[config.mk]
export PLATFORM = sky130hd
export DESIGN_NAME = mod_updown_counter
export DESIGN_NICKNAME = d
export VERILOG_FILES = /design/src/rtl/counter_pkg.sv /design/src/rtl/bcd_seq.sv /design/src/rtl/mod_updown_counter.sv
export SDC_FILE = /design/constraint.sdc
export NUM_CORES = 1
export LEC_CHECK = 0
export BUFFER_PORTS_ARGS = -buffer_cell sky130_fd_sc_hd__buf_4
export CORE_MARGIN = 2
export CORE_UTILIZATION = 45
export DETAILED_ROUTE_END_ITERATION = 8
export GPL_ROUTABILITY_DRIVEN = 0
export PLACE_DENSITY = 0.69
export SLEW_MARGIN = 20
export SYNTH_ARGS = -nofsm -noshare
export SYNTH_HDL_FRONTEND = slang
export SYNTH_SLANG_ARGS = --single-unit
export TNS_END_PERCENT = 5
[constraint.sdc]
create_clock -name clk -period 4.1 [get_ports clk]
set_input_delay 0.82 -clock clk [delete_from_list [all_inputs] [get_ports clk]]
set_output_delay 0.82 -clock clk [all_outputs]
set_load 0.1 [all_outputs]
[src/rtl/counter_pkg.sv]
// Shared types and constants for the up/down counter and its optional
// sequential binary-to-BCD converter.
package counter_pkg;

  typedef enum logic [1:0] {
    ST_IDLE,
    ST_SHIFT,
    ST_DONE
  } bcd_state_t;

  localparam int         BCD_DIGIT_W    = 4;
  localparam logic [3:0] BCD_ADD_THRESH = 4'd5;
  localparam logic [3:0] BCD_ADD_INC    = 4'd3;

endpackage

[src/rtl/bcd_seq.sv]
// Sequential double-dabble converter: snapshots the count, shifts it through
// the BCD digits one bit per cycle, then publishes the result.
module bcd_seq
  import counter_pkg::*;
#(
  parameter int WIDTH  = 8,
  parameter int DIGITS = 3
) (
  input  logic                          clk,
  input  logic                          rst_n,
  input  logic [WIDTH-1:0]              i_q,
  input  logic [WIDTH-1:0]              i_q_nxt,
  output logic [BCD_DIGIT_W*DIGITS-1:0] o_bcd,
  output logic                          o_bcd_valid
);

  localparam int LP_BCD_W = BCD_DIGIT_W * DIGITS;
  localparam int LP_CNT_W = $clog2(WIDTH + 1);

  bcd_state_t                  r_state;
  logic [WIDTH-1:0]            r_snap;
  logic [LP_BCD_W+WIDTH-1:0]   r_shift;
  logic [LP_CNT_W-1:0]         r_cnt;
  logic [LP_BCD_W-1:0]         r_bcd;
  logic                        r_valid;
  logic [LP_BCD_W-1:0]         w_adj;
  logic [LP_BCD_W+WIDTH-1:0]   w_shift_nxt;

  function automatic logic [LP_BCD_W-1:0] add3_digits(input logic [LP_BCD_W-1:0] v);
    logic [LP_BCD_W-1:0] r;
    r = v;
    for (int i = 0; i < DIGITS; i++) begin
      if (v[i*BCD_DIGIT_W +: BCD_DIGIT_W] >= BCD_ADD_THRESH)
        r[i*BCD_DIGIT_W +: BCD_DIGIT_W] = v[i*BCD_DIGIT_W +: BCD_DIGIT_W] + BCD_ADD_INC;
    end
    return r;
  endfunction

  assign w_adj       = add3_digits(r_shift[LP_BCD_W+WIDTH-1:WIDTH]);
  assign w_shift_nxt = {w_adj, r_shift[WIDTH-1:0]} << 1;

  // Valid is computed from the counter's next value so it lines up with q.
  always_ff @(posedge clk or negedge rst_n) begin
    if (!rst_n) begin
      r_state <= ST_IDLE;
      r_snap  <= '0;
      r_shift <= '0;
      r_cnt   <= '0;
      r_bcd   <= '0;
      r_valid <= 1'b1;
    end else begin
      case (r_state)
        ST_IDLE: begin
          if (i_q != r_snap) begin
            r_snap  <= i_q;
            r_shift <= {{LP_BCD_W{1'b0}}, i_q};
            r_cnt   <= LP_CNT_W'(WIDTH);
            r_state <= ST_SHIFT;
            r_valid <= 1'b0;
          end else begin
            r_valid <= (i_q_nxt == r_snap);
          end
        end
        ST_SHIFT: begin
          r_shift <= w_shift_nxt;
          r_cnt   <= r_cnt - 1'b1;
          r_valid <= 1'b0;
          if (r_cnt == LP_CNT_W'(1)) r_state <= ST_DONE;
        end
        ST_DONE: begin
          r_bcd   <= r_shift[LP_BCD_W+WIDTH-1:WIDTH];
          r_state <= ST_IDLE;
          r_valid <= (i_q_nxt == r_snap);
        end
        default: begin
          r_state <= ST_IDLE;
          r_valid <= 1'b0;
        end
      endcase
    end
  end

  assign o_bcd       = r_bcd;
  assign o_bcd_valid = r_valid;

endmodule

[src/rtl/mod_updown_counter.sv]
// Up/down modulo-MOD counter with clamped parallel load and wrap pulse.
// Define MOD_COUNTER_BCD_EN to build the BCD converter and its bcd/bcd_valid ports.
module mod_updown_counter
  import counter_pkg::*;
#(
  parameter int WIDTH  = 8,
  parameter int MOD    = 200,
  parameter int DIGITS = 3
) (
  input  logic                          clk,
  input  logic                          rst_n,
  input  logic                          load,
  input  logic [WIDTH-1:0]              d,
  input  logic                          en,
  input  logic                          up,
  output logic [WIDTH-1:0]              q,
  output logic                          tc
`ifdef MOD_COUNTER_BCD_EN
  ,
  output logic [BCD_DIGIT_W*DIGITS-1:0] bcd,
  output logic                          bcd_valid
`endif
);

  localparam logic [WIDTH-1:0] LP_MAX = WIDTH'(MOD - 1);

  if ((MOD < 2) || (MOD > (1 << WIDTH)) || ((10 ** DIGITS) < MOD)) begin : g_param_chk
    $error("mod_updown_counter: illegal WIDTH/MOD/DIGITS combination");
  end

  logic [WIDTH-1:0] r_q;
  logic             r_tc;
  logic [WIDTH-1:0] w_q_nxt;
  logic             w_tc_nxt;

  always_comb begin
    w_q_nxt  = r_q;
    w_tc_nxt = 1'b0;
    if (load) begin
      w_q_nxt = ({1'b0, d} < (WIDTH+1)'(MOD)) ? d : LP_MAX;
    end else if (en) begin
      if (up) begin
        if (r_q == LP_MAX) begin
          w_q_nxt  = '0;
          w_tc_nxt = 1'b1;
        end else begin
          w_q_nxt = r_q + 1'b1;
        end
      end else begin
        if (r_q == '0) begin
          w_q_nxt  = LP_MAX;
          w_tc_nxt = 1'b1;
        end else begin
          w_q_nxt = r_q - 1'b1;
        end
      end
    end
  end

  always_ff @(posedge clk or negedge rst_n) begin
    if (!rst_n) begin
      r_q  <= '0;
      r_tc <= 1'b0;
    end else begin
      r_q  <= w_q_nxt;
      r_tc <= w_tc_nxt;
    end
  end

  assign q  = r_q;
  assign tc = r_tc;

`ifdef MOD_COUNTER_BCD_EN
  bcd_seq #(
    .WIDTH  (WIDTH),
    .DIGITS (DIGITS)
  ) u_bcd_seq (
    .clk         (clk),
    .rst_n       (rst_n),
    .i_q         (r_q),
    .i_q_nxt     (w_q_nxt),
    .o_bcd       (bcd),
    .o_bcd_valid (bcd_valid)
  );
`endif

endmodule

==> run metrics <==
run status=finished clean; storage element area=225 µm²; fmax=486 MHz; setup tns final=0 ns; Place WS=2.13 ns; cell count after synthesis=112; top flip-flop cell by instance count after synthesis=dfrtp_1; worst setup path category=register to output port; via count=901; critical path startpoint category=register; synthesis-to-finish area growth=19.4%; cell family with most CP delay=flip-flops; most area-hungry cell type in the Yosys netlist=dfrtp_1; launch instance of the worst register-to-register path=q[4]; number of enable-type register cells in the synthesized netlist=0; terminus of the critical flop-to-flop path=q[4]; vias in the first global route=799; fraction of layout instances using a drive strength above 1=0.205; post-route worst setup slack=2.04 ns; pin count of the biggest net entering global routing=19; number of H-tree levels=1; finished layout cell area=1030 µm²; Post-Syn Area per Cell=7.73 µm²; later-pin clock latency in the skew report=0.27 ns; detailed-route vias per instance=5.93; count of state elements after synthesis=9; type of the most critical hold path=primary input to asynchronous set/reset pin; overall power=369 µW; router iterations before antenna repair=4; worst relative slew slack=0.719; sequential-to-total area share from yosys stat=0.260; total cell area at the placement stage=1010 µm²; CP Capture Point=q[3]; multi-input gate area in the final layout=571 µm²; PostCTS Resize Cnt=0; WP buf/inv=1; Max IR drop VDD=0.000197 V; mapped cell area=866 µm²; Synth async-reset ratio=1.00; clock skew=0.00506 ns; Hold-fix buffers, CTS=0; aggregate global-route resource usage=0.227; Antenna Diode Count=0; net count of the finished layout=144; clk root buf=clkbuf_4; RSZ-0062 raised after global routing=false; Synth top area share=0.260; violation count after the first detailed-routing iteration=23; chip height=47.9 µm; initial antenna violation count=0; longest individual stage delay on the worst path=0.60 ns; Final Routed Wirelength=2220 µm; routed length per instance=14.6 µm; largest buffer count on any clock path=2; number of placement rows=15; starting density of the core=0.491; shortest clock period the worst path allows after layout=2.06 ns; DRC violations left=0; clock-pin slew on the worst setup and hold paths=0.06 ns; depth of the worst register-to-register path=4; total die area=2290 µm²; detailed placement HPWL=1680 µm; power density relative to cell area=357 nW/µm²; total setup violations reported at the end of the flow=0; Maximum Capacitance Violations=0; most frequent cells after synthesis=a21oi_1 (9), dfrtp_1 (9), nor2_1 (8), clkbuf_1 (7), nand2_1 (6); worst reg2reg setup slack=2.12 ns; cell-by-cell listing of the critical path=buf_4; share of the cycle needed by the critical path after routing=0.502; worst setup path startpoint=q[3]; post-route antenna net violation count=0; count of unique library cells instantiated by Yosys=40; top fanout value on the critical path=13; number of post-CTS setup repair buffers=0; cell with the largest stage delay on the worst path=dfrtp_1; fillers=183; Yosys Warn Count=0; first-pass GRT wire length=3570 µm; data arrival at the endpoint of the critical path=1.24 ns; area inside the core boundary=1760 µm²; CTS Buf Count=3; leakage power total=0.000412 µW; global route total overflow=0; critical path depth=1; crit path capture type=output port; number of sinks on the clock net=9; final number of hold-violating endpoints=0; top post-synthesis cells by area=dfrtp_1 (26%), a21oi_1 (5.2%), ha_1 (4.3%); fin. max-slew vios=0; post-layout util=0.586; synthesized netlist net count=128; horizontal extent of the die=47.9 µm; required arrival time at the worst endpoint=3.28 ns; count of buffers inserted at the top-level ports=21; CTS tree=done; number of top-level pins=22; transition time of the tightest slew-check pin=0.422 ns
stage by stage:
stage               cells  hold slack, ns
finish                152           0.370
global route          152           0.363
CTS                   152           0.368
detailed placement    148           0.654
global placement      148           0.656
floorplan             112           0.524
routing by layer:
layer  GRT usage  wire [µm]  vias to the layer above  share of wire
met5           0          0                        -              0
met4      0.0757         31                        0          0.014
met3      0.0566        154                        4          0.069
met2       0.360       1070                       43           0.48
met1       0.299        959                      409           0.43
li1            -          -                      445              -
cell type report:
class	count	share of cell area
inverter	6	0.0218
timing repair buffer	21	0.153
multi-input combinational	87	0.552
clock buffer	4	0.0254
sequential	9	0.218
tap	25	0.0303
layout by cell type, fill, tap and decap left out, types with 4 or more instances in the layout:
cell,count
a21oi_1,9
nor2_1,8
nand2_1,6
a31oi_1,5
nand2b_1,4
inv_1,5
buf_4,21
nor3b_1,5
nand3_1,5
xor2_1,4
dfrtp_1,9
worst min-delay path by stage:
stage | startpoint | end | slack [ns] | depth (start not counted)
finish | rst_n | q[6] | 0.37 | 1
detailed placement | rst_n | q[6] | 0.65 | 1
floorplan | rst_n | q[0] | 0.52 | 0
global placement | rst_n | q[6] | 0.66 | 1
CTS | rst_n | q[0] | 0.37 | 1
global route | rst_n | q[6] | 0.36 | 1
kinds of logic (layout without fill, tap and decap cells):
| group | count (synthesis) | after routing | share of synthesized area |
|---|---|---|---|
| adders and majority gates | 3 | 3 | 0.0434 |
| buffers and inverters | 16 | 31 | 0.0809 |
| xor gates and xnor gates | 7 | 7 | 0.0708 |
| DFF | 9 | 9 | 0.260 |
| and+or+nand+nor | 44 | 44 | 0.280 |
| AOI/OAI and AO/OA | 33 | 33 | 0.264 |
registers in the layout, summed over array words and instances (netlist names):
name  flops
q         8
tc        1
power breakdown:
part	switching, µW	leakage (µW)	internal (µW)
Sequential	28.2	0.000109	98.2
Combinational	121	0.000289	51.7
Clock	32.1	0.0000150	37.6
No activity file was read; power rests on OpenSTA's default activity.
